--- src/rtl/mov_avg_scheduler.sv ---
// Round-robin front end that shares one moving-average engine between NUM_CH
// sample sources, with a watchdog that abandons a transaction if the engine hangs.
module mov_avg_scheduler #(
  parameter int NUM_CH         = 4,
  parameter int DATA_W         = 8,
  parameter int TIMEOUT_CYCLES = 16
) (
  input  logic                     clk,
  input  logic                     rst_n,
  input  logic                     enable_i,
  input  logic [NUM_CH-1:0]        req_i,
  input  logic [NUM_CH*DATA_W-1:0] req_data_i,
  output logic [NUM_CH-1:0]        ack_o,
  output logic                     eng_valid_o,
  output logic [DATA_W-1:0]        eng_data_o,
  output logic [$clog2(NUM_CH)-1:0] eng_ch_o,
  input  logic                     eng_done_i,
  input  logic [DATA_W-1:0]        eng_avg_i,
  output logic                     res_valid_o,
  output logic [$clog2(NUM_CH)-1:0] res_ch_o,
  output logic [DATA_W-1:0]        res_avg_o,
  output logic                     busy_o,
  output logic                     timeout_o
);

  localparam int CH_W  = $clog2(NUM_CH);
  localparam int CNT_W = $clog2(TIMEOUT_CYCLES + 1);

  typedef enum logic [1:0] {IDLE, ISSUE, WAIT, DELIVER} state_e;

  state_e              state_q, state_d;
  logic [CH_W-1:0]     ptr_q, ptr_d;
  logic [CH_W-1:0]     eng_ch_q, eng_ch_d;
  logic [CH_W-1:0]     res_ch_q, res_ch_d;
  logic [DATA_W-1:0]   eng_data_q, eng_data_d;
  logic [DATA_W-1:0]   res_avg_q, res_avg_d;
  logic [NUM_CH-1:0]   ack_q, ack_d;
  logic                eng_valid_q, eng_valid_d;
  logic                res_valid_q, res_valid_d;
  logic                busy_q, busy_d;
  logic                timeout_q, timeout_d;
  logic [CNT_W-1:0]    cnt_q, cnt_d;

  logic                grant_found;
  logic [CH_W-1:0]     grant_idx;
  logic [CH_W-1:0]     cand;

  // Search upward from the channel after the last winner; CH_W-bit wrap gives the modulo.
  always_comb begin
    grant_found = 1'b0;
    grant_idx   = '0;
    cand        = '0;
    for (int i = 1; i <= NUM_CH; i++) begin
      cand = ptr_q + CH_W'(i);
      if (!grant_found && req_i[cand]) begin
        grant_found = 1'b1;
        grant_idx   = cand;
      end
    end
  end

  always_comb begin
    state_d     = state_q;
    ptr_d       = ptr_q;
    eng_ch_d    = eng_ch_q;
    eng_data_d  = eng_data_q;
    res_ch_d    = res_ch_q;
    res_avg_d   = res_avg_q;
    timeout_d   = timeout_q;
    cnt_d       = cnt_q;
    ack_d       = '0;
    eng_valid_d = 1'b0;
    res_valid_d = 1'b0;

    case (state_q)
      IDLE: begin
        if (enable_i && grant_found) begin
          eng_data_d  = req_data_i[grant_idx*DATA_W +: DATA_W];
          eng_ch_d    = grant_idx;
          ptr_d       = grant_idx;
          ack_d       = {{(NUM_CH-1){1'b0}}, 1'b1} << grant_idx;
          eng_valid_d = 1'b1;
          state_d     = ISSUE;
        end
      end
      ISSUE: begin
        state_d = WAIT;
      end
      WAIT: begin
        // Done takes priority over the watchdog expiring in the same cycle.
        if (eng_done_i) begin
          res_avg_d   = eng_avg_i;
          res_ch_d    = eng_ch_q;
          res_valid_d = 1'b1;
          state_d     = DELIVER;
        end else if (cnt_q == CNT_W'(TIMEOUT_CYCLES - 1)) begin
          timeout_d = 1'b1;
          cnt_d     = '0;
          state_d   = IDLE;
        end else begin
          cnt_d = cnt_q + CNT_W'(1);
        end
      end
      DELIVER: begin
        cnt_d   = '0;
        state_d = IDLE;
      end
      default: begin
        state_d = IDLE;
      end
    endcase

    busy_d = (state_d != IDLE);
  end

  always_ff @(posedge clk or negedge rst_n) begin
    if (!rst_n) begin
      state_q     <= IDLE;
      ptr_q       <= CH_W'(NUM_CH - 1);
      eng_ch_q    <= '0;
      eng_data_q  <= '0;
      res_ch_q    <= '0;
      res_avg_q   <= '0;
      ack_q       <= '0;
      eng_valid_q <= 1'b0;
      res_valid_q <= 1'b0;
      busy_q      <= 1'b0;
      timeout_q   <= 1'b0;
      cnt_q       <= '0;
    end else begin
      state_q     <= state_d;
      ptr_q       <= ptr_d;
      eng_ch_q    <= eng_ch_d;
      eng_data_q  <= eng_data_d;
      res_ch_q    <= res_ch_d;
      res_avg_q   <= res_avg_d;
      ack_q       <= ack_d;
      eng_valid_q <= eng_valid_d;
      res_valid_q <= res_valid_d;
      busy_q      <= busy_d;
      timeout_q   <= timeout_d;
      cnt_q       <= cnt_d;
    end
  end

  assign ack_o       = ack_q;
  assign eng_valid_o = eng_valid_q;
  assign eng_data_o  = eng_data_q;
  assign eng_ch_o    = eng_ch_q;
  assign res_valid_o = res_valid_q;
  assign res_ch_o    = res_ch_q;
  assign res_avg_o   = res_avg_q;
  assign busy_o      = busy_q;
  assign timeout_o   = timeout_q;

endmodule

--- config.mk ---
export PLATFORM = sky130hd
export DESIGN_NAME = mov_avg_scheduler
export DESIGN_NICKNAME = d
export VERILOG_FILES = /design/src/rtl/mov_avg_scheduler.sv
export SDC_FILE = /design/constraint.sdc
export NUM_CORES = 1
export LEC_CHECK = 0
export ABC_AREA = 1
export BUFFER_PORTS_ARGS = -buffer_cell sky130_fd_sc_hd__buf_2
export CELL_PAD_IN_SITES_DETAIL_PLACEMENT = 1
export CELL_PAD_IN_SITES_GLOBAL_PLACEMENT = 1
export CORE_ASPECT_RATIO = 1.2
export CORE_MARGIN = 2
export CORE_UTILIZATION = 37
export DETAILED_ROUTE_END_ITERATION = 8
export GPL_TIMING_DRIVEN = 0
export PLACE_DENSITY = 0.92
export SETUP_SLACK_MARGIN = 0.3
export SLEW_MARGIN = 0
export SYNTH_ARGS = -nofsm -noshare
export SYNTH_HDL_FRONTEND = slang
export SYNTH_SLANG_ARGS = --single-unit
--- constraint.sdc ---
create_clock -name clk -period 3.75 [get_ports clk]
set_clock_uncertainty 0.05 [all_clocks]
set_input_delay 0.75 -clock clk [delete_from_list [all_inputs] [get_ports clk]]
set_output_delay 0.75 -clock clk [all_outputs]
set_load 0.05 [all_outputs]
==> impl_metrics.tcl, run 1 <==
set metrics [dict create \
    period_share 0.593 \
    post_cts_resize_count 0 \
    fin_crit_ns 2.22 \
    synthSimpleGateAreaFrac 0.402 \
    fillerInstances 692 \
    drt-total-wl_mm 5.86 \
    cp_max_fo 9 \
    ctsRootBufferMaster "clkbuf_8" \
    core_um2 5260 \
    cts_inserted_buffers 5 \
    layout-drive-gt1-share 0.333 \
    grt_pass1_vias 2109 \
    setup_viol 0 \
    place.gp.congestion 0.823 \
    start_kind "flop" \
    final_area_um2 2540 \
    hold_buffers 0 \
    start_util 0.379 \
    tns_ns 0 \
    totalPowerFinal_uw 2930 \
    cp_common_cell "nand3_1" \
    crit_family "simple AND/OR/NAND/NOR gates" \
    rsz0062_at_grt "false" \
    ys_types 30 \
    synth_fa_ha_area_frac 0.00627 \
    ios 76 \
    cts_buffer_depth 2 \
    synth_top_family_by_area "simple AND/OR/NAND/NOR gates" \
    track_usage 0.211 \
    io_buffers 75 \
    ir_worst_vdd_mv 0.553 \
    arrival_ns 2.37 \
    status "completed" \
    path_cells "buf_6, inv_4, nand2_2, nand2_1, o21ai_1, inv_1, nand3_1, nor2_1, nor2_2, nand3_1, nand3_1, nand2_1" \
    syn_to_final_growth_pct 27.2 \
    relSlewSlack 0.457 \
    overflow 0 \
    multi_input_area_um2 922 \
    grt_first_pass_wirelength_mm 9.92 \
    critPathMaxStageDelay_ns 0.53 \
    die_area_um2 6000 \
    die_h_um 84.4 \
    placed_area_um2 2450 \
    nNetsFinal 387 \
    hp-class "flop to flop" \
    regArea_um2 928 \
    ys_ff_latch 37 \
    cp-end-kind "flop" \
    dieWidth_um 71.0 \
    synthesis.nets 305 \
    muxShareOfSynthArea 0 \
    critPathKind "flop to flop" \
    synthXorXnorAreaFrac 0.00439 \
    vias 2039 \
    netlist_area_um2 1990 \
    p_leak_uw 0.00142 \
    report.final.hold_viol_count 0 \
    yosys_warnings 0 \
    antenna_found_initial 0 \
    firstDrtPassIters 4 \
    slowest_stage "dfstp_2" \
    num_rows 29 \
    synth_compound_area_frac 0.0502 \
    p_per_area_nw_per_um2 1160 \
    diodes 0 \
    htree_levels 2 \
    clk_latency_ns 0.29 \
    ys_seq_area_frac 0.465 \
    max_cap_violations 0 \
    grt_max_degree 38 \
    clk_pin_slew_ns 0.07 \
    cp_data_required_time_ns 3.89 \
    vias_per_cell 5.08 \
    wl_per_cell_um 14.6 \
    cts_tree "yes" \
    critical_path_buf_inv_count 3 \
    clock-sinks 37 \
    ant_nets 0 \
    clock.fmax_mhz 450 \
    syn_inst 256 \
    tightest_slew_ns 0.815 \
    dpl.hpwl_mm 4.52 \
    syn-mean-instance-area_um2 7.79 \
    drt_iter0_markers 63 \
    postCtsSetupBuffers 0 \
    drc_errors 0 \
    drv_slew 0 \
]
[worst register-to-register path, delay by kind of cell (launching register included)]
| kind | cells | cell delay [ns] |
|---|---|---|
| AO/OA/AOI/OAI | 1 | 0.26 |
| flip-flops | 1 | 0.53 |
| buffers and inverters | 3 | 0.32 |
| AND/OR/NAND/NOR | 8 | 0.97 |
[flip-flops by register name, summed over array words and instances (netlist names), 2 cells and up]
| register | flops |
|---|---|
| state_q | 2 |
| eng_ch_o | 2 |
| eng_data_o | 8 |
| res_avg_o | 8 |
| ptr_q | 2 |
| res_ch_o | 2 |
| cnt_q | 5 |
| ack_o | 4 |
[cells by family after synthesis]
kind of cell | Yosys count
simple gates | 169
flops | 37
buf+inv | 30
compound gates | 18
xor+xnor | 1
fa+ha+maj | 1
[per-stage QoR]
step                instances   util  hold WS (ns)  worst slack, ns
floorplan                 256      -         0.404             1.77
CTS                       401  0.482         0.430             1.51
global route              401  0.482         0.442             1.31
global placement          393  0.465         0.397             1.46
finish                    401  0.482         0.426             1.53
detailed placement        393  0.465         0.411             1.38
[per-layer routing]
layer  global-route usage  wire, um
met5                    0         0
met4               0.0772        93
met3               0.0396       223
met2                0.382      3110
met1                0.245      2440
[layout by cell type, fill, tap and decap left out]
cell / Yosys / routed
nand3_2: 1 / 1
inv_2: 4 / 4
dfstp_2: 2 / 2
a22oi_1: 1 / 1
nand4_1: 17 / 17
dfrtp_1: 35 / 35
nand2_1: 92 / 92
nand2_4: 1 / 1
clkbuf_8: 0 / 6
o21ai_1: 3 / 3
nand3_1: 32 / 32
or2_1: 2 / 2
buf_2: 5 / 80
clkinv_1: 2 / 2
nor4_1: 1 / 1
o21ai_0: 8 / 8
xor2_1: 1 / 1
a31oi_1: 1 / 1
ha_1: 1 / 1
a31o_2: 1 / 1
inv_4: 1 / 1
nor2_1: 9 / 9
o211ai_1: 1 / 1
nor2_2: 1 / 1
a21oi_1: 3 / 3
buf_6: 3 / 3
nand2_2: 10 / 10
clkbuf_1: 1 / 3
inv_1: 14 / 14
nand3_4: 2 / 2
nor2_4: 1 / 1
[cell type report]
type,count,share of cell area
inverters,21,0.0321
well taps,62,0.0306
repair buffers,75,0.148
plain buffers,9,0.0247
clock buffers,8,0.0355
flip-flops and latches,37,0.366
multi-input cells,189,0.363
[synthesized netlist by cell type]
cell	n	area (um^2)
a21oi_1	3	15.0
a22oi_1	1	7.51
a31o_2	1	8.76
a31oi_1	1	6.26
buf_2	5	25.0
buf_6	3	33.8
clkbuf_1	1	3.75
clkinv_1	2	7.51
dfrtp_1	35	876
dfstp_2	2	52.6
ha_1	1	12.5
inv_1	14	52.6
inv_2	4	15.0
inv_4	1	6.26
nand2_1	92	345
nand2_2	10	62.6
nand2_4	1	11.3
nand3_1	32	160
nand3_2	1	10.0
nand3_4	2	35.0
nand4_1	17	106
nor2_1	9	33.8
nor2_2	1	6.26
nor2_4	1	11.3
nor4_1	1	6.26
o211ai_1	1	7.51
o21ai_0	8	40.0
o21ai_1	3	15.0
or2_1	2	12.5
xor2_1	1	8.76
[power breakdown]
part / internal, uW / total (uW) / switching, uW
combinational: 553 / 1960 / 1410
sequential: 581 / 681 / 99.5
clock: 150 / 289 / 139
total: 1280 / 2930 / 1650
[final timing paths]
path	cells past startpoint	slack (ns)	from	endpoint
min reg2reg	2	0.43	eng_data_o[0]$_DFFE_PN0P_	eng_data_o[0]$_DFFE_PN0P_
max reg2reg	12	1.53	ptr_q[0]$_DFFE_PN1P_	eng_data_o[7]$_DFFE_PN0P_
min in group asynchronous	1	0.49	rst_n	cnt_q[0]$_DFFE_PN0P_
min	2	0.43	eng_data_o[0]$_DFFE_PN0P_	eng_data_o[0]$_DFFE_PN0P_
max in group asynchronous	1	2.64	rst_n	res_avg_o[4]$_DFFE_PN0P_
max	12	1.53	ptr_q[0]$_DFFE_PN1P_	eng_data_o[7]$_DFFE_PN0P_
(Power assumes the default switching activity.)
==> run 2: changes to the inputs <==
- CORE_UTILIZATION: 37 -> 34
- PLACE_DENSITY: 0.92 -> 0.86
- clock period: 3.75 -> 2.3 ns (I/O delays scaled with it)
==> run 2 against run 1 <==
Sequential cell count is the same. Maximum frequency grew 4.7%. Critical endpoint is now eng_data_o[0]$_DFFE_PN0P_. Highest routed layer unchanged. First-iteration DRC count grew 46%. Die area grew 8.4%. Register-to-register slack lost 1.3 ns. Via count grew 9.7%. Cell count grew 9.2%. Hold slack lost 0.20 ns. Cell area grew 14%.
==> impl_metrics.tcl, run 2 (synthesis gave the netlist of run 1 again) <==
set metrics [dict create \
    tns_ns 0 \
    crit_path_start "ptr_q[0]$_DFFE_PN1P_" \
    critPathMaxStageDelay_ns 0.54 \
    grt_max_degree 38 \
    report.final.hold_viol_count 0 \
    final_common_cell "nand2_1" \
    layout-drive-gt1-share 0.447 \
    vias_per_cell 5.11 \
    cp_max_fo 8 \
    max_cap_violations 0 \
    status "completed" \
    htree_levels 2 \
    critical_path_buf_inv_count 4 \
    io_buffers 75 \
    track_usage 0.218 \
    place.gp.congestion 0.817 \
    vias 2236 \
    ant_nets 0 \
    cp_common_cell "nand2_2" \
    critPathKind "flop to flop" \
    ios 76 \
    final_cell_mix "nand2_1 (78), buf_2 (75), dfrtp_1 (35)" \
    reg2reg_from "ptr_q[0]$_DFFE_PN1P_" \
    setup_viol 0 \
    path_cells "buf_8, inv_8, nand2_2, nand2_2, nand2_1, nand2_2, nand2_4, nand3_4, buf_4, buf_4, nand4_1, nand3_1, nand3_1, nand2_1" \
    start_kind "flop" \
    die_area_um2 6500 \
    dieWidth_um 73.9 \
    cp-end-kind "flop" \
    hp-class "primary input to async pin" \
    grt_first_pass_wirelength_mm 10.8 \
    fin_crit_ns 2.12 \
    clk_latency_ns 0.29 \
    tightest_slew_ns 0.861 \
    drv_slew 0 \
    wl_per_cell_um 17.4 \
    arrival_ns 2.26 \
    firstDrtPassIters 4 \
    clock.fmax_mhz 471 \
    antenna_found_initial 0 \
    die_h_um 87.9 \
    cts_buffer_depth 2 \
    crit_family "simple AND/OR/NAND/NOR gates" \
    core_um2 5670 \
    drc_errors 0 \
    nNetsFinal 407 \
    relSlewSlack 0.426 \
    grt_pass1_vias 2298 \
    cp_data_required_time_ns 2.44 \
    diodes 0 \
    clk_pin_slew_ns 0.08 \
    slowest_stage "dfstp_2" \
    path_depth 14 \
    dpl.hpwl_mm 4.70 \
    r2r_cells 14 \
    overflow 0 \
    drt_iter0_markers 92 \
    ctsRootBufferMaster "clkbuf_8" \
    num_rows 30 \
    period_share 0.923 \
    clock-sinks 37 \
    syn_to_final_growth_pct 45.4 \
    cts_inserted_buffers 5 \
    rsz0062_at_grt "true" \
    drt-total-wl_mm 7.61 \
    fillerInstances 725 \
    cts_tree "yes" \
    start_util 0.352 \
]
## run 2: cell types whose count changed in the layout (fill, tap and decap cells not counted), moves of 5 or more
cell,change
nand2_4,+6
buf_2,-5
nand2_1,-14
nand2_2,+8
buf_4,+19
nand3_1,-5
## run 2: per-layer routing
layer | global-route usage | part of all wire
met1 | 0.254 | 0.39
met2 | 0.387 | 0.52
met3 | 0.0437 | 0.053
met4 | 0.0843 | 0.041
met5 | 0 | 0
## run 2: stage by stage
stage          instance area (um^2)  setup slack [ns]   util  hold WS (ns)  instances
2_1_floorplan                  1990             0.396      -         0.114        256
3_3_place_gp                   2470             0.173  0.436         0.399        411
3_5_place_dp                   2470            0.0809  0.436         0.415        411
4_1_cts                        2740             0.250  0.484         0.253        431
5_1_grt                        2900             0.104  0.511         0.291        438
6_report                       2900             0.176  0.511         0.229        438
## run 2: area by class of cell
type	count	area [um^2]	area share
Multi-Input combinational cell	190	1070	0.368
Clock buffer	7	86.3	0.0298
Timing Repair Buffer	94	526	0.181
Buffer	9	97.6	0.0337
Inverter	21	95.1	0.0328
Tap cell	80	100	0.0345
Sequential cell	37	928	0.320
## run 2: repair_timing
action | CTS | global route
endpoints found under the hold margin | 0 | 0
resized for setup | 27 | 29
buffers inserted | 12 | 6
hold buffers | 0 | 0
setup endpoints to repair | 18 | 19
pin swaps | 6 | 14
gates cloned | 1 | 1
## run 2: path summary, 6_finish.rpt
path	end	slack, ns
worst max-delay path	eng_data_o[0]$_DFFE_PN0P_	0.18
worst min-delay path	cnt_q[0]$_DFFE_PN0P_	0.23
worst max register to register	eng_data_o[0]$_DFFE_PN0P_	0.18
worst min register to register	res_avg_o[6]$_DFFE_PN0P_	0.43
max in group asynchronous	res_avg_o[2]$_DFFE_PN0P_	1.43
min in group clk	res_avg_o[6]$_DFFE_PN0P_	0.32
## run 2: worst reg2reg max path, cell delays in order, from the launching register on
cell and delay, ns:
dfstp_2 0.54, buf_8 0.13, inv_8 0.05, nand2_2 0.05
nand2_2 0.08, nand2_1 0.09, nand2_2 0.11, nand2_4 0.10
nand3_4 0.12, buf_4 0.17, buf_4 0.13, nand4_1 0.09
nand3_1 0.11, nand3_1 0.14, nand2_1 0.06
Power of run 2 is not shown: default switching activity piles up to over one toggle a cycle in this logic, so the estimate is an artifact.
